`config.mk`:
```
export PLATFORM = sky130hd
export DESIGN_NAME = data_memory_arbiter_flat
export DESIGN_NICKNAME = d
export VERILOG_FILES = /design/src/rtl/data_memory_arbiter_pkg.sv /design/src/rtl/data_memory_arbiter_if.sv /design/src/rtl/data_memory_arbiter_picker.sv /design/src/rtl/data_memory_arbiter.sv /design/src/flat_wrapper.sv
export SDC_FILE = /design/constraint.sdc
export NUM_CORES = 1
export LEC_CHECK = 0
export ABC_AREA = 1
export CELL_PAD_IN_SITES_DETAIL_PLACEMENT = 0
export CELL_PAD_IN_SITES_GLOBAL_PLACEMENT = 2
export CORE_ASPECT_RATIO = 0.5
export CORE_MARGIN = 1.5
export CORE_UTILIZATION = 19
export CTS_CLUSTER_SIZE = 8
export DETAILED_ROUTE_END_ITERATION = 8
export GPL_TIMING_DRIVEN = 1
export PLACE_DENSITY = 0.9
export SLEW_MARGIN = 20
export SYNTH_ARGS = -nofsm -noshare
export SYNTH_HDL_FRONTEND = slang
export SYNTH_SLANG_ARGS = --single-unit
export TNS_END_PERCENT = 5
```
`constraint.sdc`:
```
create_clock -name clock -period 2.2 [get_ports clock]
set_clock_uncertainty 0.2 [all_clocks]
set_input_delay 0.44 -clock clock [delete_from_list [all_inputs] [get_ports clock]]
set_output_delay 0.44 -clock clock [all_outputs]
set_load 0.02 [all_outputs]
```
`src/rtl/data_memory_arbiter_pkg.sv`:
```
// Shared types and constants for the two-port data memory arbiter.
package dmem_pkg;

  localparam int DATA_WIDTH_DEF = 32;
  localparam int MEM_DEPTH_DEF  = 256;

  localparam logic PORT0 = 1'b0;
  localparam logic PORT1 = 1'b1;

  typedef enum logic [1:0] {
    ST_IDLE   = 2'd0,
    ST_ACCESS = 2'd1,
    ST_RESP   = 2'd2
  } state_t;

  // Port id of a one-hot winner vector (bit 1 set means port 1).
  function automatic logic winner_id(input logic [1:0] winner);
    return winner[1];
  endfunction

endpackage

```
`src/rtl/data_memory_arbiter_if.sv`:
```
// Requester and memory-side bus of the data memory arbiter.
interface data_memory_arbiter_if #(
  parameter int DATA_WIDTH = dmem_pkg::DATA_WIDTH_DEF
);
  logic                  req0, req1, we0, we1;
  logic [DATA_WIDTH-1:0] addr0, addr1, wdata0, wdata1;
  logic                  gnt0, gnt1, done0, done1, err, busy;
  logic [DATA_WIDTH-1:0] rdata;
  logic [DATA_WIDTH-1:0] mem_address, mem_wdata, mem_rdata;
  logic                  mem_enable_read, mem_enable_write;

  modport slave (
    input  req0, req1, we0, we1, addr0, addr1, wdata0, wdata1, mem_rdata,
    output gnt0, gnt1, done0, done1, err, busy, rdata,
           mem_address, mem_wdata, mem_enable_read, mem_enable_write
  );

  modport master (
    output req0, req1, we0, we1, addr0, addr1, wdata0, wdata1, mem_rdata,
    input  gnt0, gnt1, done0, done1, err, busy, rdata,
           mem_address, mem_wdata, mem_enable_read, mem_enable_write
  );
endinterface

```
`src/rtl/data_memory_arbiter_picker.sv`:
```
// Tie-break between the two requesters; a tie goes to the port that did not win last.
module dmem_arb_picker
  import dmem_pkg::*;
(
  input  logic       req0,
  input  logic       req1,
  input  logic       last_winner,
  output logic [1:0] winner
);

  // One-hot winner selection
  always_comb begin
    winner = 2'b00;
    if (req0 && req1) begin
      if (last_winner == PORT0) begin
        winner = 2'b10;
      end else begin
        winner = 2'b01;
      end
    end else if (req0) begin
      winner = 2'b01;
    end else if (req1) begin
      winner = 2'b10;
    end else begin
      winner = 2'b00;
    end
  end

endmodule

```
`src/rtl/data_memory_arbiter.sv`:
```
// Two-port data memory arbiter: IDLE -> ACCESS -> RESP, one access every three cycles.
// Define DMEM_ARB_ROUND_ROBIN_EN for round-robin tie-break; default is fixed priority to port 0.
module data_memory_arbiter
  import dmem_pkg::*;
#(
  parameter int DATA_WIDTH = DATA_WIDTH_DEF,
  parameter int MEM_DEPTH  = MEM_DEPTH_DEF
) (
  input  logic                 clock,
  input  logic                 reset,
  data_memory_arbiter_if.slave bus
);

  localparam logic [DATA_WIDTH-1:0] DEPTH_W = DATA_WIDTH'(MEM_DEPTH);

  state_t                state_r, state_nxt_s;
  logic                  id_r, we_r;
  logic [DATA_WIDTH-1:0] addr_r, wdata_r, rdata_r;
  logic                  gnt0_r, gnt1_r, done0_r, done1_r, err_r;
  logic                  oor_s, mem_rd_s, mem_wr_s, last_winner_s;
  logic [1:0]            winner_s;

  assign oor_s = (addr_r >= DEPTH_W);

  dmem_arb_picker u_picker (
    .req0        (bus.req0),
    .req1        (bus.req1),
    .last_winner (last_winner_s),
    .winner      (winner_s)
  );

`ifdef DMEM_ARB_ROUND_ROBIN_EN
  logic last_winner_r;

  // Remember the most recent grant so the next tie goes the other way
  always_ff @(posedge clock) begin
    if (reset) begin
      last_winner_r <= PORT1;
    end else if (state_r == ST_IDLE && winner_s != 2'b00) begin
      last_winner_r <= winner_id(winner_s);
    end else begin
      last_winner_r <= last_winner_r;
    end
  end

  assign last_winner_s = last_winner_r;
`else
  assign last_winner_s = PORT1;
`endif

  // Next-state logic
  always_comb begin
    state_nxt_s = state_r;
    case (state_r)
      ST_IDLE: begin
        if (bus.req0 || bus.req1) begin
          state_nxt_s = ST_ACCESS;
        end else begin
          state_nxt_s = ST_IDLE;
        end
      end
      ST_ACCESS: state_nxt_s = ST_RESP;
      ST_RESP:   state_nxt_s = ST_IDLE;
      default:   state_nxt_s = ST_IDLE;
    endcase
  end

  // Memory enables: only in ACCESS, only for legal addresses, never during reset
  always_comb begin
    mem_rd_s = 1'b0;
    mem_wr_s = 1'b0;
    if (!reset && state_r == ST_ACCESS && !oor_s) begin
      mem_rd_s = !we_r;
      mem_wr_s = we_r;
    end else begin
      mem_rd_s = 1'b0;
      mem_wr_s = 1'b0;
    end
  end

  // State register, request latch and registered response outputs
  always_ff @(posedge clock) begin
    if (reset) begin
      state_r <= ST_IDLE;
      id_r    <= PORT0;
      we_r    <= 1'b0;
      addr_r  <= '0;
      wdata_r <= '0;
      rdata_r <= '0;
      gnt0_r  <= 1'b0;
      gnt1_r  <= 1'b0;
      done0_r <= 1'b0;
      done1_r <= 1'b0;
      err_r   <= 1'b0;
    end else begin
      state_r <= state_nxt_s;
      gnt0_r  <= 1'b0;
      gnt1_r  <= 1'b0;
      done0_r <= 1'b0;
      done1_r <= 1'b0;
      err_r   <= 1'b0;
      case (state_r)
        ST_IDLE: begin
          if (winner_s != 2'b00) begin
            id_r   <= winner_id(winner_s);
            gnt0_r <= winner_s[0];
            gnt1_r <= winner_s[1];
            if (winner_s[1]) begin
              we_r    <= bus.we1;
              addr_r  <= bus.addr1;
              wdata_r <= bus.wdata1;
            end else begin
              we_r    <= bus.we0;
              addr_r  <= bus.addr0;
              wdata_r <= bus.wdata0;
            end
          end else begin
            id_r <= id_r;
          end
        end
        ST_ACCESS: begin
          done0_r <= (id_r == PORT0);
          done1_r <= (id_r == PORT1);
          err_r   <= oor_s;
          if (oor_s) begin
            rdata_r <= '0;
          end else if (!we_r) begin
            rdata_r <= bus.mem_rdata;
          end else begin
            rdata_r <= rdata_r;
          end
        end
        default: begin
          id_r <= id_r;
        end
      endcase
    end
  end

  assign bus.gnt0             = gnt0_r;
  assign bus.gnt1             = gnt1_r;
  assign bus.done0            = done0_r;
  assign bus.done1            = done1_r;
  assign bus.err              = err_r;
  assign bus.rdata            = rdata_r;
  assign bus.busy             = (state_r != ST_IDLE);
  assign bus.mem_address      = addr_r;
  assign bus.mem_wdata        = wdata_r;
  assign bus.mem_enable_read  = mem_rd_s;
  assign bus.mem_enable_write = mem_wr_s;

endmodule

```
`src/flat_wrapper.sv`:
```
// flat-port wrapper written by rule: the top's interface ports become plain ports
module data_memory_arbiter_flat import dmem_pkg::*;
#(
  parameter int DATA_WIDTH = DATA_WIDTH_DEF,
  parameter int MEM_DEPTH  = MEM_DEPTH_DEF
)
  (clock, reset, bus_req0, bus_req1, bus_we0, bus_we1, bus_addr0, bus_addr1, bus_wdata0, bus_wdata1, bus_mem_rdata, bus_gnt0, bus_gnt1, bus_done0, bus_done1, bus_err, bus_busy, bus_rdata, bus_mem_address, bus_mem_wdata, bus_mem_enable_read, bus_mem_enable_write);
  data_memory_arbiter_if #(.DATA_WIDTH(DATA_WIDTH)) bus_i ();
  input  logic clock;
  input  logic reset;
  input wire logic [$bits(bus_i.req0)-1:0] bus_req0;
  input wire logic [$bits(bus_i.req1)-1:0] bus_req1;
  input wire logic [$bits(bus_i.we0)-1:0] bus_we0;
  input wire logic [$bits(bus_i.we1)-1:0] bus_we1;
  input wire logic [$bits(bus_i.addr0)-1:0] bus_addr0;
  input wire logic [$bits(bus_i.addr1)-1:0] bus_addr1;
  input wire logic [$bits(bus_i.wdata0)-1:0] bus_wdata0;
  input wire logic [$bits(bus_i.wdata1)-1:0] bus_wdata1;
  input wire logic [$bits(bus_i.mem_rdata)-1:0] bus_mem_rdata;
  output wire logic [$bits(bus_i.gnt0)-1:0] bus_gnt0;
  output wire logic [$bits(bus_i.gnt1)-1:0] bus_gnt1;
  output wire logic [$bits(bus_i.done0)-1:0] bus_done0;
  output wire logic [$bits(bus_i.done1)-1:0] bus_done1;
  output wire logic [$bits(bus_i.err)-1:0] bus_err;
  output wire logic [$bits(bus_i.busy)-1:0] bus_busy;
  output wire logic [$bits(bus_i.rdata)-1:0] bus_rdata;
  output wire logic [$bits(bus_i.mem_address)-1:0] bus_mem_address;
  output wire logic [$bits(bus_i.mem_wdata)-1:0] bus_mem_wdata;
  output wire logic [$bits(bus_i.mem_enable_read)-1:0] bus_mem_enable_read;
  output wire logic [$bits(bus_i.mem_enable_write)-1:0] bus_mem_enable_write;
  assign bus_i.req0 = bus_req0;
  assign bus_i.req1 = bus_req1;
  assign bus_i.we0 = bus_we0;
  assign bus_i.we1 = bus_we1;
  assign bus_i.addr0 = bus_addr0;
  assign bus_i.addr1 = bus_addr1;
  assign bus_i.wdata0 = bus_wdata0;
  assign bus_i.wdata1 = bus_wdata1;
  assign bus_i.mem_rdata = bus_mem_rdata;
  assign bus_gnt0 = bus_i.gnt0;
  assign bus_gnt1 = bus_i.gnt1;
  assign bus_done0 = bus_i.done0;
  assign bus_done1 = bus_i.done1;
  assign bus_err = bus_i.err;
  assign bus_busy = bus_i.busy;
  assign bus_rdata = bus_i.rdata;
  assign bus_mem_address = bus_i.mem_address;
  assign bus_mem_wdata = bus_i.mem_wdata;
  assign bus_mem_enable_read = bus_i.mem_enable_read;
  assign bus_mem_enable_write = bus_i.mem_enable_write;
  data_memory_arbiter #(.DATA_WIDTH(DATA_WIDTH), .MEM_DEPTH(MEM_DEPTH)) u_core (.clock(clock), .reset(reset), .bus(bus_i));
endmodule
```
==> results.yml <==
run:
  cap_violations: 0
grt:
  overflow: 0
  antenna_found_initial: 0
  grt_pass1_vias: 5283
  grt_pass1_wl_um: 29300
  grt_max_degree: 65
  grt_use_total: 0.147
timing:
  whs_ns: 0.258
  hold_viol: 0
  fin_crit_ns: 2.14
  fmax_mhz: 468
  relSlewSlack: 0.564
  setup-tns-final_ns: 0
  setup_viol: 0
  period_share: 0.971
  maxSlewViolCount: 0
  tightest_slew_ns: 0.654
setup_path:
  required_ns: 1.56
  path_class: "register to output port"
  cp_max_fo: 2
  arrival_ns: 1.50
  crit_chain: "buf_4 -> clkdlybuf4s50_1"
  slowest_stage: "clkdlybuf4s50_1"
  critical-path-top-delay-family: "buffers and inverters"
  critPathMaxStageDelay_ns: 0.65
  rrSetupSlack_ns: 0.32
  critical_path_buf_inv_count: 2
  startpoint_type: "register"
  cp-end-kind: "output port"
route:
  drc: 0
  wl_um: 19200
  vias_per_cell: 4.37
  drt-pass1-iter-count: 5
  dr_total_vias: 5431
  first_iter_violations: 329
  detail-route-antenna-nets: 0
  wl_per_cell_um: 15.5
status:
  status: "completed"
synthesis:
  syn_nets: 806
  synth.area.top_cells: "dfxtp_1 (45%), a21oi_1 (13%), nand2_1 (12%)"
  yosysTopAreaCellShare: 0.449
  ys_seq_area_frac: 0.449
  syn_inst: 640
  yosysTopAreaCell: "dfxtp_1"
  ys_types: 18
  syn_avg_cell_area_um2: 7.32
  synth_seq_cells: 105
  netlist_area_um2: 4680
  ys_warn_count: 0
clocking:
  path_clk_slew_ns: 0.08
  clk_latency_ns: 0.35
  clock_sinks: 105
  cts_tree: "done"
  htreeDepth: 3
  clockBufferDepth: 2
  post_cts_buffers: 0
  cts_made_buffers: 9
  cts_root_buffer: "clkbuf_16"
floorplan:
  core_um2: 24100
  die-area_um2: 25700
  start_util: 0.194
  row_count: 40
  die_h_um: 114
  die_x_um: 225
  top_level_ports: 270
min_path:
  holdCritPathClass: "register to register"
power:
  power.density_nw_per_um2: 674
  ir_worst_vdd_v: 0.000285
  cellLeakagePower_nw: 3.18
placement:
  port_buffers: 269
  dpl.hpwl_um: 13900
  gp_congestion: 0.800
cells_and_area:
  num_antenna_cells: 0
  drive_gt1_frac: 0.0850
  area_growth_pct: 74.5
  nets: 1068
==> registers in the layout, indices dropped and copies added, names as in the netlist <==
| register | cells |
|---|---|
| u_core.bus.err | 1 |
| u_core.bus.gnt0 | 1 |
| u_core.bus.done1 | 1 |
| u_core.id_r | 1 |
| u_core.state_r | 2 |
| u_core.bus.gnt1 | 1 |
| u_core.bus.mem_address | 32 |
| u_core.bus.rdata | 32 |
| u_core.we_r | 1 |
| u_core.bus.mem_wdata | 32 |
| u_core.bus.done0 | 1 |
==> cell families after synthesis <==
group / Yosys count / share of synthesized area
AO/OA/AOI/OAI: 193 / 0.231
buffers and inverters: 75 / 0.0722
flip-flops: 105 / 0.449
AND/OR/NAND/NOR: 267 / 0.248
==> metal layers <==
metal  GRT usage  vias up  wire [µm]
met2       0.260      137       9700
met1       0.179     2549       8340
li1            -     2715          -
met5           0        -          0
met3      0.0289       30        675
met4      0.0515        0        507
==> worst paths after layout <==
check / startpoint / end / cells after the start
setup reg to reg: u_core.bus.mem_address[20]$_SDFFE_PP0P_ / u_core.bus.rdata[4]$_SDFFE_PP0P_ / 8
hold reg to reg: u_core.id_r$_SDFFE_PP0P_ / u_core.bus.done0$_SDFF_PP0_ / 1
hold / removal: u_core.id_r$_SDFFE_PP0P_ / u_core.bus.done0$_SDFF_PP0_ / 1
setup / recovery: u_core.bus.mem_address[14]$_SDFFE_PP0P_ / bus_mem_address[14] / 2
==> power breakdown <==
part,leakage (nW),internal [W],switching (W)
clock,0.128,0.000797,0.000759
combinational,2.19,0.000853,0.000914
sequential,0.866,0.00208,0.000101
==> stage by stage <==
step                      utilization  setup WS, ns  std cells  total power [W]  area [µm²]
after global placement          0.327        -0.424       1227          0.00399        7880
after detailed placement        0.327        -0.454       1227          0.00399        7880
after global routing            0.339      -0.00573       1242          0.00580        8170
after floorplan                     -        0.0544        640          0.00306        4680
after CTS                       0.339       -0.0134       1242          0.00558        8150
final                           0.339        0.0648       1242          0.00551        8170
==> worst reg2reg max path, stage by stage, from the launching register on <==
cell,delay (ns)
dfxtp_1,0.35
nor2_1,0.05
nand2_1,0.11
nor2_4,0.07
nand4_1,0.10
buf_4,0.53
nand3_1,0.22
nand2_1,0.10
nor2_1,0.04
==> what timing repair did <==
action,4_1_cts,5_1_grt
endpoints found under the setup margin,7,4
pin swaps,0,1
resized for setup,9,8
hold buffers,0,0
==> cell usage after synthesis <==
master and number:
nand2_1 146, a21oi_1 126, dfxtp_1 105, nor2_1 48
o21ai_1 38, nand3_1 35, clkbuf_1 34, nand4_1 33
a31o_1 28, buf_2 12, inv_2 11, buf_1 7
buf_6 5, inv_1 5, nor2_4 4, a21oi_4 1
buf_4 1, nor3_1 1
==> area by class of cell <==
type	instances	area [µm²]
Tap cell	336	420
Fill cell	2507	15900
Multi-Input combinational cell	460	2260
Clock buffer	11	243
Sequential cell	105	2100
Inverter	16	60.1
Clock inverter	4	28.8
Timing Repair Buffer	310	3060
==> layout by cell type, fill, tap and decap left out, types with 2 or more instances in the layout <==
| cell type | count |
|---|---|
| clkdlybuf4s50_1 | 266 |
| nand2_1 | 146 |
| a21oi_1 | 126 |
| dfxtp_1 | 105 |
| nor2_1 | 46 |
| o21ai_1 | 38 |
| buf_4 | 37 |
| nand3_1 | 34 |
| nand4_1 | 33 |
| a31o_1 | 28 |
| inv_2 | 11 |
| clkbuf_16 | 9 |
| inv_1 | 5 |
| nor2_4 | 5 |
| buf_12 | 4 |
| clkinvlp_4 | 2 |
| buf_6 | 2 |
No activity file was read; power rests on OpenSTA's default activity.
